File: src/rtl/dualmem_arb.sv
// dualmem_arb: two-requester round-robin arbiter in front of a single-port
// 512 x 64 memory with byte enables. Read data returns one cycle after grant.
// Optional zero-fill sequencer after reset: define DUALMEM_ARB_INIT_EN.
module dualmem_arb (
   input  logic        clk,
   input  logic        rst,
   // requester 0
   input  logic        req0_valid,
   output logic        req0_ready,
   input  logic [8:0]  req0_addr,
   input  logic [7:0]  req0_we,
   input  logic [63:0] req0_wdata,
   output logic        rsp0_valid,
   output logic [63:0] rsp0_rdata,
   // requester 1
   input  logic        req1_valid,
   output logic        req1_ready,
   input  logic [8:0]  req1_addr,
   input  logic [7:0]  req1_we,
   input  logic [63:0] req1_wdata,
   output logic        rsp1_valid,
   output logic [63:0] rsp1_rdata,
   // memory port
   output logic        mem_en,
   output logic [8:0]  mem_addr,
   output logic [7:0]  mem_we,
   output logic [63:0] mem_din,
   input  logic [63:0] mem_dout,
   output logic        init_done
);

   typedef enum logic [0:0] {StInit, StRun} state_e;

`ifdef DUALMEM_ARB_INIT_EN
   localparam state_e ResetState = StInit;
   logic [8:0] fill_cnt_q;
`else
   localparam state_e ResetState = StRun;
`endif

   state_e state_q;
   logic   ptr_q;   // 0: requester 0 wins a tie, 1: requester 1 wins
   logic   rd0_q;   // read granted to requester 0 last cycle
   logic   rd1_q;   // read granted to requester 1 last cycle
   logic   run;
   logic   gnt0;
   logic   gnt1;

   // Accept traffic only in RUN and never while reset is held.
   always_comb begin
      run  = (state_q == StRun) && !rst;
      gnt0 = run && req0_valid && (!req1_valid || !ptr_q);
      gnt1 = run && req1_valid && (!req0_valid || ptr_q);
   end

   assign init_done  = run;
   assign req0_ready = gnt0;
   assign req1_ready = gnt1;

   // Memory port mux: granted requester, else fill sequencer, else idle.
   always_comb begin
      mem_en   = 1'b0;
      mem_addr = '0;
      mem_we   = '0;
      mem_din  = '0;
      if (gnt0) begin
         mem_en   = 1'b1;
         mem_addr = req0_addr;
         mem_we   = req0_we;
         mem_din  = req0_wdata;
      end else if (gnt1) begin
         mem_en   = 1'b1;
         mem_addr = req1_addr;
         mem_we   = req1_we;
         mem_din  = req1_wdata;
      end
`ifdef DUALMEM_ARB_INIT_EN
      else if (!rst && (state_q == StInit)) begin
         mem_en   = 1'b1;
         mem_addr = fill_cnt_q;
         mem_we   = 8'hFF;
         mem_din  = '0;
      end
`endif
   end

   // Responses track the memory's one-cycle read latency; reset squashes them.
   always_comb begin
      rsp0_valid = rd0_q && !rst;
      rsp1_valid = rd1_q && !rst;
      rsp0_rdata = mem_dout;
      rsp1_rdata = mem_dout;
   end

   // Control FSM, priority pointer and read-pending flags.
   always_ff @(posedge clk) begin
      if (rst) begin
         state_q    <= ResetState;
         ptr_q      <= 1'b0;
         rd0_q      <= 1'b0;
         rd1_q      <= 1'b0;
`ifdef DUALMEM_ARB_INIT_EN
         fill_cnt_q <= '0;
`endif
      end else begin
         unique case (state_q)
            StInit: begin
`ifdef DUALMEM_ARB_INIT_EN
               fill_cnt_q <= fill_cnt_q + 9'd1;
               if (fill_cnt_q == 9'd511) state_q <= StRun;
`else
               state_q <= StRun;
`endif
            end
            StRun: state_q <= StRun;
            default: state_q <= ResetState;
         endcase
         // Point at the loser so it wins the next tie.
         if (gnt0)      ptr_q <= 1'b1;
         else if (gnt1) ptr_q <= 1'b0;
         rd0_q <= gnt0 && (req0_we == 8'h00);
         rd1_q <= gnt1 && (req1_we == 8'h00);
      end
   end

endmodule

File: config.mk
export PLATFORM = sky130hd
export DESIGN_NAME = dualmem_arb
export DESIGN_NICKNAME = d
export VERILOG_FILES = /design/src/rtl/dualmem_arb.sv
export SDC_FILE = /design/constraint.sdc
export NUM_CORES = 1
export LEC_CHECK = 0
export CAP_MARGIN = 20
export CORE_AREA = 2 2 175 177
export CTS_CLUSTER_SIZE = 14
export DETAILED_ROUTE_END_ITERATION = 6
export DIE_AREA = 0 0 177 179
export GPL_TIMING_DRIVEN = 1
export SYNTH_ARGS = -nofsm -noshare
export SYNTH_HDL_FRONTEND = slang
export SYNTH_SLANG_ARGS = --single-unit
File: constraint.sdc
create_clock -name clk -period 1.15 [get_ports clk]
set_input_delay 0.115 -clock clk [delete_from_list [all_inputs] [get_ports clk]]
set_output_delay 0.115 -clock clk [all_outputs]
set_load 0.005 [all_outputs]
==> results of run 1 <==
cells by family (layout without fill, tap and decap cells):
logic type      count (synthesis)  in the layout  synth area share, %
compound gates                 83             83                 35.3
simple gates                   13             13                 4.20
flops                           3              3                 2.92
buf+inv                       147            315                 57.6
cell usage after synthesis:
library cell,instances,area (µm²)
and3_4,1,11.3
nand2b_1,1,6.26
and2b_1,2,15.0
buf_6,8,90.1
nor2_1,2,7.51
and3_1,2,12.5
o21a_1,1,7.51
dfxtp_1,3,60.1
a22o_1,81,709
buf_4,128,961
nor4_1,4,25.0
buf_2,2,10.0
and2_4,1,8.76
buf_8,8,120
inv_1,1,3.75
a21oi_2,1,8.76
cell type report:
class | instances | area (µm²) | area share (%)
Inverter | 1 | 3.75 | 0.0842
Clock buffer | 4 | 78.8 | 1.77
Multi-Input combinational cell | 96 | 831 | 18.6
Tap cell | 396 | 495 | 11.1
Timing Repair Buffer | 310 | 2990 | 67.0
Sequential cell | 3 | 61.3 | 1.38
report_power, final:
| part | internal [W] | switching [W] |
|---|---|---|
| logic | 0.00107 | 0.000516 |
| registers | 0.000108 | 0.00000235 |
| clock network | 0.000457 | 0.0000853 |
layer usage:
metal  vias to the layer above  wire length (µm)  global-route usage, %
li1                       1107                 -                      -
met1                      1097              4450                   4.91
met2                       278              7020                   12.1
met3                        69              2000                   4.11
met4                         2               816                   3.31
met5                         -                10                      0
through the flow:
step	total power, W	instance area, µm²	setup TNS [ps]
2_1_floorplan	0.000859	2060	-943
3_3_place_gp	0.00152	4040	-67020
3_5_place_dp	0.00152	4040	-67550
4_1_cts	0.00209	4210	-43150
5_1_grt	0.00235	4460	-42660
6_report	0.00223	4460	-38540
state kept, by name, indices dropped and copies added (netlist names):
| signal | flops |
|---|---|
| ptr_q | 1 |
| rd1_q | 1 |
| rd0_q | 1 |
worst register-to-register path, delay by kind of cell (launching register included):
family	cells	cell delay (ps)
and+or+nand+nor	2	460
DFF	1	320
buffers and inverters	2	310
AOI/OAI and AO/OA	1	130
worst max-delay path by stage:
| stage | end | cells past startpoint |
|---|---|---|
| after floorplan | mem_din[0] | 5 |
| after global placement | mem_din[44] | 6 |
| after detailed placement | mem_din[44] | 6 |
| after CTS | mem_addr[4] | 5 |
| after global routing | mem_we[7] | 8 |
| final | mem_we[7] | 8 |
repair_timing:
item | 4_1_cts | 5_1_grt
cloned | 4 | 9
setup buffers | 13 | 20
endpoints found under the setup margin | 89 | 85
pin swaps | 19 | 54
gates resized for setup | 258 | 98
==> summary.md, run 1 <==
| Metric | Value |
|---|---|
| Outcome | complete, but fails checks |
| Failing checks | setup timing |
| Setup CP Type | reg2out |
| Final hold violations | 0 |
| Hold buffer count at CTS | 0 |
| PwrDens | 501 nW/µm² |
| WP data required | 1030 ps |
| Num rows | 64 |
| IO buf count | 252 |
| H-Tree Depth | 1 |
| Crit path DAT | 1630 ps |
| Fmax | 572 MHz |
| Filler cells | 3442 |
| Worst path slowest cell | dfxtp_2 |
| Cts bufs inserted | 3 |
| Setup violators final | 85 |
| Largest net degree at the start of global routing | 45 |
| CP Buf/Inv Count | 5 |
| Slew Limit Fails | 0 |
| Tcrit/Tclk final | 152% |
| Drt via density | 3.15 |
| Synth-to-layout area growth | 117% |
| Relative slew slack | 80.7% |
| CTS clk-pin slew, worst paths | about 30 ps |
| Antenna Nets Post-Route | 0 |
| Vias in the first global route | 2572 |
| R2r setup slk | -130 ps |
| Tmin final | 1750 ps |
| Commonest cells after routing, fill and taps aside | clkdlybuf4s50_1 (162), a22o_1 (80), buf_2 (64) |
| Ratio of cells with drive above 1 in the final layout | 36.5% |
| Yosys warns | 0 |
| Type of origin of the critical path | register |
| Hold depth | 0 |
| Synth unique cells | 16 |
| Die width | 177 µm |
| Num ports | 445 |
| Crit path from | ptr_q |
| Reg2Reg Capture Point | rd0_q |
| Commonest non-fill, non-tap cell in the layout | clkdlybuf4s50_1 |
| WL/cell | between 15 and 20 µm |
| Endpoint type of the worst setup path | primary output |
| Total GRT Usage | 6.38% |
| Maximum vdd drop | about 380 µV |
| Hold Crit Class | in2out |
| GRT Residual Overflow | 0 |
| CP dominant cell by count | buf_6 |
| Placed cells | 761 |
| Starting DRT DRC Count | 38 |
| Pre-CTS setup slack | -913 ps |
| Clock sinks | 3 |
| Initial antenna violation count | 1 |
| DR pass1 iterations | 4 |
| CP top delay family | buffers and inverters |
| Max-Cap Viols | 0 |
| Root Buffer | clkbuf_16 |
| Chip height | 179 µm |
| Seq/Total Area, Yosys | a little under 3% |
| Flops & latches, synth | 3 |
| Final #Nets | 645 |
| Final setup margin | -599 ps |
| First-pass GRT wire length | 14.9 mm |
| Full die area | roughly 32000 µm² |
| CTS tree | yes |
| Final Skew | 2.30 ps |
| Gate Count Post-Synth | 246 |
| Initial Util | 6.85% |
| Cell area after synthesis | 2060 µm² |
| GP Congestion | 0.734 |
| DR vias | 2553 |
| Hold path startpoint | mem_dout[25] |
| Hold Path End | rsp1_rdata[25] |
| Utilization after layout | 14.8% |
| WHS | 230 ps |
| Antenna diodes | 0 |
| Placeable Area | 30000 µm² |
| Post-Syn Area per Cell | 8.36 µm² |
| CP peak stage delay | around 330 ps |
| Pleak | 1.92 nW |
| Syn_nets | 476 |
| Clk_lat worst skew | 220 ps |
| FF-to-FF Start | ptr_q |
| Worst slew pin tran | 286 ps |
| Drt drc | 0 |
| RSZ-0062 raised after global routing | true |
| R2R depth | 5 |
| Final Non-Filler Cells | between 800 and 900 |
| Critical path fanouts, max | 6 |
| Final wirelength | 14.3 mm |
| DPL Wire Length | 8.95 mm |
| Critical path, cell by cell | a21oi_2 > and2_4 > buf_12 > clkbuf_16 > buf_6 > buf_6 > a22o_1 > buf_2 |
| CTS max path bufs | 2 |
Power figures use the tool's default switching activity.
==> inputs of run 2 (changes only) <==
--- a/config.mk
+++ b/config.mk
@@ -11,6 +11,7 @@
 export DETAILED_ROUTE_END_ITERATION = 6
 export DIE_AREA = 0 0 177 179
 export GPL_TIMING_DRIVEN = 1
+export REMOVE_ABC_BUFFERS = 1
 export SYNTH_ARGS = -nofsm -noshare
 export SYNTH_HDL_FRONTEND = slang
 export SYNTH_SLANG_ARGS = --single-unit
==> run 2 against run 1 <==
Against the previous run: the run still ends with setup timing left; utilization up 0.35 points; non-clock buffer count decreased by 2; register-to-register slack improved by 130 ps; sequential power about the same; clock-buffer cell count is the same; largest cell class unchanged.
==> summary.md, run 2 (same netlist as run 1, synthesis figures left out) <==
| Metric | Value |
|---|---|
| Outcome | complete, but fails checks (unchanged) |
| Final setup margin | -586 ps (was -599 ps) |
| PwrDens | 502 nW/µm² (was 501 nW/µm²) |
| Antenna Nets Post-Route | 0 (unchanged) |
| Tmin final | 1740 ps (was 1750 ps) |
| Initial Util | 6.85% (unchanged) |
| WL/cell | 27.1 µm (was 17.7 µm) |
| Final Skew | 0.0763 ps (was 2.30 ps) |
| R2R depth | 5 (unchanged) |
| Placeable Area | 30000 µm² (unchanged) |
| WHS | 230 ps (about the same) |
| Drt via density | 3.47 (was 3.15) |
| Critical path fanouts, max | 8 (was 6) |
| DR vias | 2801 (was 2553) |
| Failing checks | setup timing (unchanged) |
| Largest net degree at the start of global routing | 14 (was 45) |
| Clk_lat worst skew | 220 ps (about the same) |
| Switching share of power | 26.7% (was 27.0%) |
| Fmax | 576 MHz (was 572 MHz) |
| Initial antenna violation count | 0 (was 1) |
| Hold depth | 0 (unchanged) |
| Vias in the first global route | 2696 (was 2572) |
| Biggest regs | ptr_q x1, rd0_q x1, rd1_q x1 (unchanged) |
| Internal | 0.00168 W (was 0.00163 W) |
| Final #Nets | 643 (was 645) |
| Total GRT Usage | 12.6% (was 6.38%) |
| Num ports | 445 (unchanged) |
| WP data required | 1030 ps (about the same) |
| Starting DRT DRC Count | 140 (was 38) |
| Tcrit/Tclk final | 151% (was 152%) |
| Footprint of the multi-input gates | 833 µm² (was 831 µm²) |
| CTS clk-pin slew, worst paths | 30 ps (about the same) |
| Ratio of cells with drive above 1 in the final layout | 36.7% (was 36.5%) |
| Comb pwr share | 71.1% (was 70.8%) |
| IO buf count | 252 (unchanged) |
| Filler cells | 3420 (was 3442) |
| Antenna diodes | 0 (unchanged) |
| First-pass GRT wire length | 26.2 mm (was 14.9 mm) |
| Clk pwr share | 24.0% (was 24.3%) |
| Full die area | 31700 µm² (unchanged) |
| H-Tree Depth | 1 (unchanged) |
| Die width | 177 µm (unchanged) |
| Pre-CTS setup slack | -946 ps (was -913 ps) |
| Clock sinks | 3 (unchanged) |
| Net switching power | 0.000611 W (was 0.000604 W) |
| Slew Limit Fails | 0 (unchanged) |
| Endpoint type of the worst setup path | primary output (unchanged) |
| Drt drc | 0 (unchanged) |
| GP Congestion | 0.834 (was 0.734) |
| Post-route cell area | 4560 µm² (was 4460 µm²) |
| Chip height | 179 µm (unchanged) |
| Register Area | 61.3 µm² (unchanged) |
| DR pass1 iterations | 4 (unchanged) |
| Type of origin of the critical path | register (unchanged) |
| Max-Cap Viols | 0 (unchanged) |
| Root Buffer | clkbuf_16 (unchanged) |
| Cts bufs inserted | 3 (unchanged) |
| Final Power | 0.00229 W (was 0.00223 W) |
| GRT Residual Overflow | 0 (unchanged) |
| CTS max path bufs | 2 (unchanged) |
| Sequential share of power | 4.8% (was 5.0%) |
| Maximum vdd drop | 347 µV (was 380 µV) |
| Final wirelength | 21.9 mm (was 14.3 mm) |
| Relative slew slack | 73.7% (was 80.7%) |
| Hold buffer count at CTS | 0 (unchanged) |
| Pleak | 1.96 nW (was 1.92 nW) |
| Hold Crit Class | in2out (unchanged) |
| Commonest non-fill, non-tap cell in the layout | clkdlybuf4s50_1 (unchanged) |
| Worst slew pin tran | 391 ps (was 286 ps) |
| Final hold violations | 0 (unchanged) |
| Num rows | 64 (unchanged) |
| Setup violators final | 83 (was 85) |
| CTS tree | yes (unchanged) |
| Synth-to-layout area growth | 122% (was 117%) |
| Total placed instance area | 4040 µm² (about the same) |
| Commonest cells after routing, fill and taps aside | clkdlybuf4s50_1 (163), a22o_1 (80), buf_2 (74) (was clkdlybuf4s50_1 (162), a22o_1 (80), buf_2 (64)) |
| RSZ-0062 raised after global routing | true (unchanged) |
| DPL Wire Length | 16.3 mm (was 8.95 mm) |
| Setup CP Type | reg2out (unchanged) |
| Crit path DAT | 1620 ps (was 1630 ps) |
| Utilization after layout | 15.2% (was 14.8%) |
==> run 2: cell types whose count changed in the layout (fill, tap and decap cells not counted), sizes merged <==
cell and delta:
clkdlybuf4s50 +1, buf +12, clkbuf -14, dlymetal6s2s +1, clkdlybuf4s15 +3, dlygate4sd2 -5
==> run 2: worst paths after layout <==
kind	startpoint	end	slack (ps)
max	ptr_q	mem_din[30]	-590
min	mem_dout[4]	rsp0_rdata[4]	230
max reg2reg	ptr_q	rd1_q	0
min reg2reg	ptr_q	ptr_q	480
==> run 2: critical path: stages (launching register included) <==
cell	delay (ps)
dfxtp_2	320
nand2b_4	130
and3_4	160
buf_12	150
buf_8	140
buf_16	130
a22o_1	210
buf_2	150
==> run 2: cell type report <==
cell class              instances  area share (%)
flip-flops and latches          3            1.34
clock buffers                   4            1.73
well taps                     396            10.9
multi-input cells              96            18.3
inverters                       1          0.0823
repair buffers                308            67.7
==> run 2: per-layer routing <==
| metal | GRT usage (%) | up-vias | part of all wire (%) |
|---|---|---|---|
| li1 | - | 1109 | - |
| met1 | 13.8 | 1285 | 37 |
| met2 | 16.1 | 379 | 38 |
| met3 | 13.5 | 20 | 22 |
| met4 | 1.72 | 8 | 0.80 |
| met5 | 8.01 | - | 1.5 |
==> run 2: power by group through the flow <==
stage / registers (W) / logic (W) / clock network [W]
after floorplan: 0.000111 / 0.000299 / 0
after global placement: 0.000111 / 0.00142 / 0
after detailed placement: 0.000111 / 0.00142 / 0
after CTS: 0.000111 / 0.00165 / 0.000557
after global routing: 0.000111 / 0.00173 / 0.000574
final: 0.000111 / 0.00163 / 0.000551
==> run 2: what timing repair did <==
item                       in CTS  in global routing
setup buffers                  28                  6
gates resized for setup       369                 26
setup endpoints to repair      88                 87
gates cloned                   15                  1
pin swaps                      12                 14
==> run 2: through the flow <==
stage / instances / TNS, ps
finish: 808 / -40720
global route: 808 / -45290
CTS: 806 / -44300
detailed placement: 761 / -73400
global placement: 761 / -71900
floorplan: 100 / -17740
